[src/rtl/sample_framer.sv]
// Serialises one 16-bit averaged sample into a HEADER/SEQ/MSB/LSB/CHK frame and
// feeds the bytes to the UART transmitter over its tx_start/tx_busy handshake.
module sample_framer #(
  parameter logic [7:0]  HEADER      = 8'hA5,
  parameter int unsigned ACK_TIMEOUT = 64
) (
  input  logic        clk,
  input  logic        reset,
  input  logic [15:0] sample_in,
  input  logic        sample_valid,
  output logic        sample_ready,
  input  logic        clear_ovr,
  input  logic        tx_busy,
  output logic        tx_start,
  output logic [7:0]  tx_data,
  output logic        frame_done,
  output logic        overrun
);

  localparam int unsigned   CW       = $clog2(ACK_TIMEOUT);
  localparam logic [CW-1:0] CNT_LAST = CW'(ACK_TIMEOUT - 1);

  localparam logic [2:0] S_IDLE    = 3'd0;
  localparam logic [2:0] S_SEND    = 3'd1;
  localparam logic [2:0] S_WAIT_HI = 3'd2;
  localparam logic [2:0] S_WAIT_LO = 3'd3;
  localparam logic [2:0] S_DONE    = 3'd4;

  logic [2:0]    r_state;
  logic [2:0]    r_idx;
  logic [7:0]    r_seq;
  logic [7:0]    r_frm_seq;
  logic [7:0]    r_msb;
  logic [7:0]    r_lsb;
  logic [7:0]    r_chk;
  logic [CW-1:0] r_cnt;
  logic          r_tx_start;
  logic [7:0]    r_tx_data;
  logic          r_ready;
  logic          r_overrun;

  logic [2:0] w_next_idx;
  logic [7:0] w_next_byte;
  logic [7:0] w_chk;
  logic       w_ovr_evt;

  // Checksum is computed from the live inputs so it is ready in the capture cycle.
  assign w_chk      = HEADER + r_seq + sample_in[15:8] + sample_in[7:0];
  assign w_next_idx = r_idx + 3'd1;
  assign w_ovr_evt  = sample_valid && (r_state != S_IDLE);

  // NOTE: the default assignment up front means no path leaves w_next_byte unassigned, so no latch.
  always_comb begin
    w_next_byte = r_chk;
    case (w_next_idx)
      3'd1:    w_next_byte = r_frm_seq;
      3'd2:    w_next_byte = r_msb;
      3'd3:    w_next_byte = r_lsb;
      default: ;
    endcase
  end

  always_ff @(posedge clk) begin
    // NOTE: reset is synchronous and clears the data registers too, so tx_data reads 0 after reset.
    if (!reset) begin
      r_state    <= S_IDLE;
      r_idx      <= 3'd0;
      r_seq      <= 8'd0;
      r_frm_seq  <= 8'd0;
      r_msb      <= 8'd0;
      r_lsb      <= 8'd0;
      r_chk      <= 8'd0;
      r_cnt      <= '0;
      r_tx_start <= 1'b0;
      r_tx_data  <= 8'd0;
      r_ready    <= 1'b0;
      r_overrun  <= 1'b0;
    end else begin
      // NOTE: non-blocking throughout, so every branch below sees the pre-edge values.
      r_tx_start <= 1'b0;

      if (w_ovr_evt)      r_overrun <= 1'b1;
      else if (clear_ovr) r_overrun <= 1'b0;

      case (r_state)
        S_IDLE: begin
          r_ready <= 1'b1;
          if (sample_valid) begin
            r_frm_seq <= r_seq;
            r_msb     <= sample_in[15:8];
            r_lsb     <= sample_in[7:0];
            r_chk     <= w_chk;
            r_idx     <= 3'd0;
            r_tx_data <= HEADER;
            r_ready   <= 1'b0;
            r_state   <= S_SEND;
          end
        end
        S_SEND: begin
          if (!tx_busy) begin
            r_tx_start <= 1'b1;
            r_cnt      <= '0;
            r_state    <= S_WAIT_HI;
          end
        end
        S_WAIT_HI: begin
          // A transmitter that never acknowledges gets the same byte re-issued.
          if (tx_busy)                r_state <= S_WAIT_LO;
          else if (r_cnt == CNT_LAST) r_state <= S_SEND;
          else                        r_cnt   <= r_cnt + CW'(1);
        end
        S_WAIT_LO: begin
          if (!tx_busy) begin
            if (r_idx == 3'd4) begin
              r_state <= S_DONE;
            end else begin
              r_idx     <= w_next_idx;
              r_tx_data <= w_next_byte;
              r_state   <= S_SEND;
            end
          end
        end
        S_DONE: begin
          r_seq   <= r_seq + 8'd1;
          r_ready <= 1'b1;
          r_state <= S_IDLE;
        end
        default: begin
          r_ready <= 1'b1;
          r_state <= S_IDLE;
        end
      endcase
    end
  end

  assign sample_ready = r_ready;
  assign tx_start     = r_tx_start;
  assign tx_data      = r_tx_data;
  assign frame_done   = (r_state == S_DONE);
  assign overrun      = r_overrun;

endmodule

[config.mk]
export PLATFORM = sky130hd
export DESIGN_NAME = sample_framer
export DESIGN_NICKNAME = d
export VERILOG_FILES = /design/src/rtl/sample_framer.sv
export SDC_FILE = /design/constraint.sdc
export NUM_CORES = 1
export LEC_CHECK = 0
export BUFFER_PORTS_ARGS = -buffer_cell sky130_fd_sc_hd__buf_2
export CAP_MARGIN = 10
export CORE_AREA = 2 2 96 79
export CTS_CLUSTER_SIZE = 16
export DETAILED_ROUTE_END_ITERATION = 8
export DIE_AREA = 0 0 98 81
export HOLD_SLACK_MARGIN = 0.05
export PLACE_DENSITY = 0.71
export SLEW_MARGIN = 20
export SYNTH_ARGS = -nofsm -noshare
export SYNTH_HDL_FRONTEND = slang
export SYNTH_SLANG_ARGS = --single-unit
[constraint.sdc]
create_clock -name clk -period 8 [get_ports clk]
set_input_delay 1.6 -clock clk [delete_from_list [all_inputs] [get_ports clk]]
set_output_delay 1.6 -clock clk [all_outputs]
set_load 0.02 [all_outputs]
# Word-level counts from Yosys, hierarchy flattened
# Cells that the tools add are included.
# W data, S select, Z words.
[totals]
ff_bits = 63
in_bits = 21
output_inout_bits = 12
wordCells = 71
[op_classes]
muxes = 25
addsub = 6
n_reduce_logical = 12
n_eq_ne = 16
[ops]
columns = ["operator", "count"]
rows = [
  ["$mux W3", 9],
  ["$mux W8", 3],
  ["$pmux W8 S3", 1],
  ["$mux W6", 3],
  ["$add A8 B8 Y8", 2],
  ["$pmux W8 S2", 1],
  ["$eq A3 B2 Y1 const B", 4],
  ["$ne A2 B2 Y1 const B", 6],
  ["$pmux W3 S4", 1],
  ["$pmux W6 S2", 1],
  ["$reduce_and A4 Y1", 3],
  ["$add A8 B1 Y8 const B", 1],
  ["$add A8 B8 Y8 const A", 1],
  ["$add A6 B1 Y6 const B", 1],
  ["$eq A3 B1 Y1 const B", 2],
  ["$eq A3 B3 Y1 const B", 2],
  ["$eq A6 B6 Y1 const B", 1],
  ["$pmux W3 S2", 1],
  ["$reduce_bool A2 Y1", 3],
  ["$mux W1", 4],
  ["$reduce_and A2 Y1", 2],
  ["$add A3 B1 Y3 const B", 1],
  ["$logic_not A3 Y1", 1],
  ["$ne A3 B3 Y1 const B", 1],
  ["4 further kinds", 4],
]

# Logic depth before layout (Yosys ltp)
# Gate-level depths: netlist of the first run.
[logic_depth]
ltp_word = 6
ltp_mapped = 11
mapped_depth_nobuf = 11

# Least setup slack after synthesis of the first run
# OpenSTA, ideal clock, no wires.
[synth_path]
kind = "input -> register"
from = "input sample_in[1]"
to = "register r_chk[7]"
path_stages = 11
setup_slack_ns = 4.089
arrival_ns = 3.788
required_ns = 7.878
cell_sequence = "inv_1 > fa_1 > inv_1 > ha_1 > ha_1 > fa_1 > a211oi_1 > o21bai_1 > a21oi_1 > nor3_1 > nand3b_1"
[synth_between]
elab_chain_len = 1
[synth_lines]
columns = ["element", "line", "text"]
rows = [
  ["start: declaration", "9", "input logic [15:0] sample_in,"],
  ["$add A8 B8 Y8", "48", "assign w_chk = HEADER + r_seq + sample_in[15:8] + sample_in[7:0];"],
  ["end signal: assignment", "92", "r_chk <= w_chk;"],
  ["end: declaration", "35", "logic [7:0] r_chk;"],
]
# Every way passes these cells.
# A chain may end at the register's enable or synchronous reset.

# Worst setup path after layout of the first run
# Ends and elaborated chain as after synthesis.

==> run summary, run 1 <==
Status
• status: completed

Die
• placeable core region: 7110 sq um
• io pins: 33
• Die Wd: 98 um
• vertical extent of the die: 81 um
• effective utilization at floorplan: 0.486
• cell row count: 28
• Die ar.: 7940 sq um

Finish
• leading cell types in the layout, fill and taps excluded: sky130_fd_sc_hd__nand2_1, sky130_fd_sc_hd__dfxtp_1, sky130_fd_sc_hd__inv_1, sky130_fd_sc_hd__buf_2, sky130_fd_sc_hd__a21boi_1
• area used by sequential logic in the layout: 1260 sq um
• area grow syn2layout: 10.9%
• # nets final: 476
• multi-input logic area: 1970 sq um
• final core utilization: 0.539
• number of antenna cells inserted: 0
• number of filler cells placed in the layout: 685
• most frequent standard cell in the layout excluding fill and tap cells: sky130_fd_sc_hd__nand2_1
• count of placed standard cells in the final layout, fillers left out: 522
• layout cells sized above 1: 0.134

Synthesis
• dominant combinational cell family by area after synthesis: compound AO/OA/AOI/OAI gates
• FFs w/ async S/R, synth: 0
• number of distinct library cells after synthesis: 56
• Mapped Cells: 403
• sequential fraction of the synthesis area: 0.365
• simple-gate portion of the synthesized area: 0.200
• number of storage elements in the synthesis netlist: 63
• most used flip-flop cell after synthesis: sky130_fd_sc_hd__dfxtp_1
• multiplexer share of the synthesized area: 0.00290
• XOR/XNOR Fraction of Synth Area: 0.0478
• adder and majority cell fraction of the synthesized area: 0.117
• cell taking the most area after synthesis: sky130_fd_sc_hd__dfxtp_1
• number of warnings reported in the yosys synthesis log: 0
• area share of the largest cell type after synthesis: 0.365
• net count of the mapped netlist: 452
• fraction of the mapped netlist area in compound gates: 0.203
• Post-synth EDFFs: 0
• largest cells by area after synthesis: sky130_fd_sc_hd__dfxtp_1, sky130_fd_sc_hd__nand2_1, sky130_fd_sc_hd__ha_1
• Avg Inst Size Synth: 8.57 sq um
• Syn Std Cell Area: 3450 sq um

CTS
• CTS tree: done
• total of hold buffers inserted after clock tree synthesis: 0
• deepest clock path buffer count: 2
• depth of the CTS H-tree: 3
• clock transition at the register clock pins on the worst setup and hold paths after CTS: 0.07 ns
• number of resized instances in the post-cts repair step: 0
• number of buffers inserted during clock tree synthesis: 9
• clock latency at the later pin of the worst-skew pair: 0.34 ns
• Post-CTS Setup Inserts: 0
• cell at the root of the clock tree: sky130_fd_sc_hd__clkbuf_8
• total number of clock tree sinks: 63

Critical path
• maximum fanout encountered on the critical timing path: 3
• count of buffer and inverter cells on the critical path: 3
• cell family with the largest share of critical-path delay: adder cells
• data required time of the critical path: 8.23 ns
• Crit. End Element: register
• Worst Path Class, Setup: in -> reg
• cell-by-cell listing of the critical path: buf_2 > inv_1 > fa_1 > inv_1 > ha_1 > ha_1 > fa_1 > a211oi_1 > o21bai_1 > a21oi_1 > nor3_1 > nand3b_1
• flop-to-flop setup slack: 5.10 ns
• delay contributed by the slowest stage of the critical path: 0.53 ns
• arrival time at the worst endpoint: 4.12 ns
• crit path max-delay cell type: sky130_fd_sc_hd__fa_1
• depth of the worst register-to-register path: 11
• critical register-to-register path endpoint: r_chk[7]
• number of stages on the worst setup path: 12
• startpoint of the worst-slack reg-to-reg timing path: r_seq[1]
• Critical path origin: sample_in[1]
• launching element type of the critical path: primary input

Pwr
• reported leakage power: 1.65 nW
• IR drop worst, VDD: 85.9 uV
• total power density per cell area: 188 nW/um^2
• Final Power: 0.000721 W

Timing
• final number of setup-violating endpoints: 0
• final worst slack: 4.12 ns
• slew at the pin closest to its max-slew limit: 0.924 ns
• Highest Clock Rate: 0.257 GHz
• portion of the clock cycle consumed by the worst path in the final layout: 0.486
• number of hold violations in the final report: 0
• normalized max-slew margin: 0.384
• final critical-path required period: 3.88 ns
• Layout Skew: 0.00600 ns
• pins over their slew limit: 0
• aggregate negative setup slack: 0 ns
• RSZ-0062 raised after global routing: no

Global route
• pin count of the biggest net entering global routing: 63
• gr ovfl total: 0
• initial antenna violation count: 0
• number of global-route vias before repair: 2487
• global-route usage over all layers: 0.195
• first-pass GRT wire length: 12.2 mm

Drt
• Antenna Violating Nets Remaining: 0
• detailed-router iteration count before antenna repair: 4
• drt via density: 5.31
• wire length per cell after detailed routing: 14.3 um
• final WL: 7.46 mm
• count of unresolved DRC violations after routing: 0
• detailed router's first-iteration violation count: 181
• total number of vias: 2772

Run
• max-capacitance violation count: 0

Placement
• port bufs: 32
• Post-Place Worst Slack: 3.79 ns
• Placed Cells incl. Taps: 506
• gp weighted congestion: 0.859
• placed wire-length estimate: 5.11 mm

Worst hold path
• Cells on Worst Hold Path: 2
• worst hold path type: reg -> reg
• WHS Endpoint: r_chk[0]
• source of the worst hold timing path: r_chk[0]

[Yosys cell counts, drive strengths merged (3+ instances only)]
| master | count |
|---|---|
| a22oi | 5 |
| and3 | 4 |
| nand4b | 3 |
| a21o | 3 |
| a222oi | 4 |
| inv | 34 |
| a21oi | 19 |
| a211oi | 6 |
| ha | 21 |
| dfxtp | 63 |
| fa | 7 |
| nor2b | 4 |
| and2 | 17 |
| clkbuf | 11 |
| nand2b | 4 |
| nand3 | 4 |
| nor3 | 4 |
| xor2 | 7 |
| nand4 | 3 |
| nand2 | 73 |
| a21boi | 30 |
| xnor2 | 11 |
| o21ai | 14 |
| o211ai | 3 |
| o2bb2ai | 4 |
| nor2 | 15 |
| buf | 9 |
[power breakdown]
group | switching [W] | total (W) | leakage (nW) | internal [W]
sequential | 0.0000109 | 0.000340 | 0.513 | 0.000329
clock | 0.000120 | 0.000271 | 0.100 | 0.000151
combinational | 0.0000659 | 0.000110 | 1.04 | 0.0000443
total | 0.000196 | 0.000721 | 1.65 | 0.000524
[metrics by stage]
step,instance area [sq um],hold slack (ns)
global placement,3640,0.441
CTS,3830,0.457
floorplan,3450,0.434
global route,3830,0.468
finish,3830,0.456
detailed placement,3640,0.447
[cell type report]
cell class,instances,area share
inverters,34,0.0333
clock buffers,12,0.0379
multi-input cells,286,0.515
flip-flops and latches,63,0.329
clock inverters,4,0.0118
well taps,90,0.0294
repair buffers,33,0.0437
[flip-flops by register name (all words and copies together), names as in the netlist, 6 cells and up]
name       flops
r_seq          8
tx_data        8
r_msb          8
r_frm_seq      8
r_chk          8
r_cnt          6
r_lsb          8
[worst min-delay path: stages (launching register included)]
cell	delay, ns
sky130_fd_sc_hd__dfxtp_1	0.31
sky130_fd_sc_hd__nand2_1	0.05
sky130_fd_sc_hd__a21boi_1	0.05
[worst max path at each step]
stage	slack, ns	end
3_3_place_gp	3.87	r_chk[7]
5_1_grt	3.98	r_chk[7]
4_1_cts	4.15	r_chk[7]
2_1_floorplan	4.09	r_chk[7]
3_5_place_dp	3.79	r_chk[7]
6_report	4.12	r_chk[7]
[routing by layer]
layer | vias to the layer above | wire (um) | GRT usage
met5 | - | 0 | 0
met4 | 0 | 138 | 0.0792
met3 | 12 | 436 | 0.0387
met2 | 68 | 3230 | 0.299
met1 | 1286 | 3650 | 0.272
li1 | 1406 | - | -
[logic make-up (layout without fill, tap and decap cells)]
logic type	after synthesis	in the layout
AND/OR/NAND/NOR	140	140
adder cells (fa/ha/maj)	28	28
buffers and inverters	54	83
XOR/XNOR	18	18
multiplexers	1	1
AO/OA/AOI/OAI	99	99
flip-flops	63	63
Power figures use the tool's default switching activity.
==> run 2, diff against run 1 <==
- PLACE_DENSITY: 0.71 -> 0.73
- clock period: 8 -> 3.31 ns (I/O delays scaled with it)
==> run 2 against run 1 <==
  * Sequential share of layout area unchanged
  * Setup slack worse by 3.7 ns
  * Non-clock buffer count up 1
  * Utilization unchanged
  * Via count down 0.36%
==> run summary, run 2 (synthesis gave the netlist of run 1 again) <==
Pwr
• relative contribution of combinational cells to total power: 0.156
• reported leakage power: 1.65 nW
• total power density per cell area: 449 nW/um^2
• Final Power: 0.00172 W
• IR drop worst, VDD: 174 uV
• switching power of the nets: 0.000471 W
• proportion of power drawn by flip-flops and latches: 0.478
• total internal power: 0.00125 W
• proportion of total power due to net switching: 0.274
• Clock power frac: 0.366

Drt
• detailed router's first-iteration violation count: 162
• final WL: 7.62 mm
• drt via density: 5.30
• total number of vias: 2762
• wire length per cell after detailed routing: 14.6 um
• Antenna Violating Nets Remaining: 0
• count of unresolved DRC violations after routing: 0
• detailed-router iteration count before antenna repair: 4

Finish
• number of antenna cells inserted: 0
• # nets final: 477
• leading cell types in the layout, fill and taps excluded: sky130_fd_sc_hd__nand2_1, sky130_fd_sc_hd__dfxtp_1, sky130_fd_sc_hd__inv_1, sky130_fd_sc_hd__buf_2, sky130_fd_sc_hd__a21boi_1
• layout cells sized above 1: 0.135
• area grow syn2layout: 10.9%
• most frequent standard cell in the layout excluding fill and tap cells: sky130_fd_sc_hd__nand2_1

Timing
• final number of setup-violating endpoints: 0
• Highest Clock Rate: 0.343 GHz
• aggregate negative setup slack: 0 ns
• slew at the pin closest to its max-slew limit: 0.687 ns
• number of hold violations in the final report: 0
• RSZ-0062 raised after global routing: no
• normalized max-slew margin: 0.542
• pins over their slew limit: 0
• Layout Skew: 0.00550 ns
• portion of the clock cycle consumed by the worst path in the final layout: 0.881
• final critical-path required period: 2.91 ns

Placement
• gp weighted congestion: 0.908
• placed wire-length estimate: 5.32 mm
• port bufs: 32

Critical path
• Worst Path Class, Setup: in -> reg
• maximum fanout encountered on the critical timing path: 3
• launching element type of the critical path: primary input
• Crit. End Element: register
• arrival time at the worst endpoint: 3.14 ns
• data required time of the critical path: 3.54 ns

Global route
• initial antenna violation count: 0
• global-route usage over all layers: 0.200
• first-pass GRT wire length: 12.5 mm
• number of global-route vias before repair: 2589
• pin count of the biggest net entering global routing: 41
• gr ovfl total: 0

Die
• io pins: 33
• vertical extent of the die: 81 um
• effective utilization at floorplan: 0.486
• cell row count: 28
• Die Wd: 98 um
• Die ar.: 7940 sq um
• placeable core region: 7110 sq um

Run
• max-capacitance violation count: 0

CTS
• depth of the CTS H-tree: 3
• number of resized instances in the post-cts repair step: 0
• clock transition at the register clock pins on the worst setup and hold paths after CTS: 0.06 ns
• total of hold buffers inserted after clock tree synthesis: 0
• cell at the root of the clock tree: sky130_fd_sc_hd__clkbuf_8
• number of buffers inserted during clock tree synthesis: 9
• CTS tree: done
• total number of clock tree sinks: 63
• Post-CTS Setup Inserts: 0
• deepest clock path buffer count: 2
• clock latency at the later pin of the worst-skew pair: 0.35 ns

Status
• status: completed

Worst hold path
• worst hold path type: reg -> reg

run 2: changes by cell type in the layout (fill, tap and decap cells not counted):
cell | previous run | this run
sky130_fd_sc_hd__buf_4 | 1 | 2
sky130_fd_sc_hd__clkinv_2 | 3 | 0
sky130_fd_sc_hd__clkbuf_8 | 10 | 13
sky130_fd_sc_hd__clkbuf_1 | 2 | 1
sky130_fd_sc_hd__bufinv_16 | 1 | 0
run 2: final cells by class:
class	instances	area (sq um)
Clock buffer	14	183
Sequential cell	63	1260
Multi-Input combinational cell	286	1970
Fill cell	676	3280
Inverter	34	128
Timing Repair Buffer	34	175
Tap cell	90	113
run 2: power groups by stage:
stage	clock network (W)	registers (W)	logic, W
floorplan	0	0.000838	0.000196
global placement	0	0.000837	0.000256
detailed placement	0	0.000838	0.000265
CTS	0.000639	0.000822	0.000267
global route	0.000676	0.000826	0.000300
finish	0.000630	0.000822	0.000268
run 2: stage by stage:
| stage | utilization | worst slack, ns | instance area (sq um) | hold WS, ns | cells |
|---|---|---|---|---|---|
| after detailed placement | 0.513 | 0.0449 | 3650 | 0.445 | 507 |
| final | 0.539 | 0.395 | 3830 | 0.454 | 521 |
| after floorplan | - | 0.337 | 3450 | 0.434 | 403 |
| after global placement | 0.513 | 0.120 | 3650 | 0.442 | 507 |
| after CTS | 0.539 | 0.400 | 3830 | 0.455 | 521 |
| after global routing | 0.539 | 0.291 | 3830 | 0.479 | 521 |
run 2: worst paths after layout:
kind / startpoint / end / slack, ns / cells past startpoint
min: r_lsb[3] / r_lsb[3] / 0.45 / 2
min reg2reg: r_lsb[3] / r_lsb[3] / 0.45 / 2
max reg2reg: r_seq[1] / r_chk[7] / 0.44 / 11
max: sample_in[1] / r_chk[7] / 0.40 / 12
run 2: routing by layer:
layer  wire [um]  up-vias  share of wire  GRT usage
met3         363       11          0.048     0.0499
li1            -     1404              -          -
met4         132        0          0.017     0.0903
met5           0        -              0          0
met1        3770     1290           0.50      0.268
met2        3350       57           0.44      0.308
run 2: critical path, cell delays in order:
cell                       delay [ns]
sky130_fd_sc_hd__buf_2           0.09
sky130_fd_sc_hd__inv_1           0.05
sky130_fd_sc_hd__fa_1            0.53
sky130_fd_sc_hd__inv_1           0.04
sky130_fd_sc_hd__ha_1            0.29
sky130_fd_sc_hd__ha_1            0.24
sky130_fd_sc_hd__fa_1            0.42
sky130_fd_sc_hd__a211oi_1        0.27
sky130_fd_sc_hd__o21bai_1        0.11
sky130_fd_sc_hd__a21oi_1         0.19
sky130_fd_sc_hd__nor3_1          0.07
sky130_fd_sc_hd__nand3b_1        0.17
==> run 3, diff against run 2 <==
- REMOVE_ABC_BUFFERS: not set -> 1
==> run 3 against run 2 <==
  * Flip-flop and latch count stayed put
  * Final area decreased by 0.49%
  * Non-clock buffer count is 2 higher
  * Maximum frequency about the same
  * Worst hold slack better by 0.0032 ns
  * Critical path depth unchanged
==> run summary, run 3 (synthesis gave the netlist of run 1 again) <==
Placement
• placed wire-length estimate: 5.28 mm
• port bufs: 32
• gp weighted congestion: 0.829

Global route
• first-pass GRT wire length: 12.6 mm
• pin count of the biggest net entering global routing: 52
• global-route usage over all layers: 0.200
• Global Route met1 Usage: 0.266
• peak-usage layer in the global routing report: met2
• number of global-route vias before repair: 2609
• gr ovfl total: 0
• met3 usage: 0.0585
• met2 routing resource usage after global routing: 0.323
• initial antenna violation count: 0

Timing
• hold slack: 0.457 ns
• pins over their slew limit: 0
• slew at the pin closest to its max-slew limit: 0.768 ns
• final number of setup-violating endpoints: 0
• portion of the clock cycle consumed by the worst path in the final layout: 0.880
• normalized max-slew margin: 0.488
• RSZ-0062 raised after global routing: no
• Highest Clock Rate: 0.343 GHz
• Layout Skew: 0.00580 ns
• number of hold violations in the final report: 0
• final critical-path required period: 2.91 ns
• aggregate negative setup slack: 0 ns

CTS
• total of hold buffers inserted after clock tree synthesis: 0
• depth of the CTS H-tree: 3
• Post-CTS Setup Inserts: 0
• number of buffers inserted during clock tree synthesis: 9
• number of resized instances in the post-cts repair step: 0
• clock transition at the register clock pins on the worst setup and hold paths after CTS: 0.06 ns
• total number of clock tree sinks: 63
• clock latency at the later pin of the worst-skew pair: 0.34 ns
• deepest clock path buffer count: 2
• cell at the root of the clock tree: sky130_fd_sc_hd__clkbuf_8
• CTS tree: done

Critical path
• data required time of the critical path: 3.54 ns
• maximum fanout encountered on the critical timing path: 3
• Crit. End Element: register
• launching element type of the critical path: primary input
• Worst Path Class, Setup: in -> reg
• arrival time at the worst endpoint: 3.14 ns

Drt
• drt via density: 5.39
• Antenna Violating Nets Remaining: 0
• detailed router's first-iteration violation count: 212
• total number of vias: 2814
• count of unresolved DRC violations after routing: 0
• detailed-router iteration count before antenna repair: 4
• final WL: 7.34 mm
• wire length per cell after detailed routing: 14.1 um

Finish
• most frequent standard cell in the layout excluding fill and tap cells: sky130_fd_sc_hd__nand2_1
• final core utilization: 0.536
• # nets final: 479
• number of antenna cells inserted: 0
• leading cell types in the layout, fill and taps excluded: sky130_fd_sc_hd__nand2_1, sky130_fd_sc_hd__dfxtp_1, sky130_fd_sc_hd__inv_1, sky130_fd_sc_hd__buf_2, sky130_fd_sc_hd__a21boi_1
• area grow syn2layout: 10.4%
• layout cells sized above 1: 0.134

Die
• Die ar.: 7940 sq um
• effective utilization at floorplan: 0.486
• cell row count: 28
• io pins: 33
• placeable core region: 7110 sq um
• Die Wd: 98 um
• vertical extent of the die: 81 um

Status
• status: completed

Pwr
• IR drop worst, VDD: 217 uV
• total power density per cell area: 428 nW/um^2
• reported leakage power: 1.64 nW

Worst hold path
• worst hold path type: reg -> reg

Run
• max-capacitance violation count: 0

-- run 3: cell count changes in the layout (fill, tap and decap cells not counted), sizes merged --
| cell | change |
|---|---|
| buf | +2 |
| clkbuf | -3 |
| clkinv | +2 |
-- run 3: worst paths after layout --
kind	startpoint	end	slack, ns	cells after the start
min reg2reg	r_msb[4]	r_msb[4]	0.46	2
max	sample_in[1]	r_chk[7]	0.40	12
max reg2reg	r_seq[1]	r_chk[7]	0.44	11
min	r_msb[4]	r_msb[4]	0.46	2
-- run 3: power breakdown --
group / leakage [nW] / switching [W] / internal [W]
sequential: 0.513 / 0.0000270 / 0.000796
combinational: 1.05 / 0.000157 / 0.000109
clock: 0.0809 / 0.000266 / 0.000277
-- run 3: critical path, stage by stage --
cell	delay [ns]
sky130_fd_sc_hd__buf_2	0.09
sky130_fd_sc_hd__inv_1	0.05
sky130_fd_sc_hd__fa_1	0.53
sky130_fd_sc_hd__inv_1	0.04
sky130_fd_sc_hd__ha_1	0.28
sky130_fd_sc_hd__ha_1	0.23
sky130_fd_sc_hd__fa_1	0.45
sky130_fd_sc_hd__a211oi_1	0.27
sky130_fd_sc_hd__o21bai_1	0.11
sky130_fd_sc_hd__a21oi_1	0.20
sky130_fd_sc_hd__nor3_1	0.07
sky130_fd_sc_hd__nand3b_1	0.15
-- run 3: layer usage --
| layer | wire, um | share of wire |
|---|---|---|
| met3 | 221 | 0.030 |
| met5 | 0 | 0 |
| met4 | 96 | 0.013 |
| met2 | 3460 | 0.47 |
| met1 | 3560 | 0.49 |
-- run 3: final cells by class --
class	instances	area, sq um
clock inverter	2	10.0
fill	695	3300
inverter	34	128
multi-input combinational	286	1970
sequential	63	1260
timing repair buffer	36	190
clock buffer	11	141
tap	90	113
-- run 3: stage by stage --
step           power [W]  setup WS, ns  cells  cell area [sq um]
2_1_floorplan    0.00102         0.320    383               3360
3_3_place_gp     0.00109         0.127    509               3660
3_5_place_dp     0.00110        0.0871    509               3660
4_1_cts          0.00165         0.434    522               3810
5_1_grt          0.00172         0.196    522               3810
6_report         0.00163         0.397    522               3810
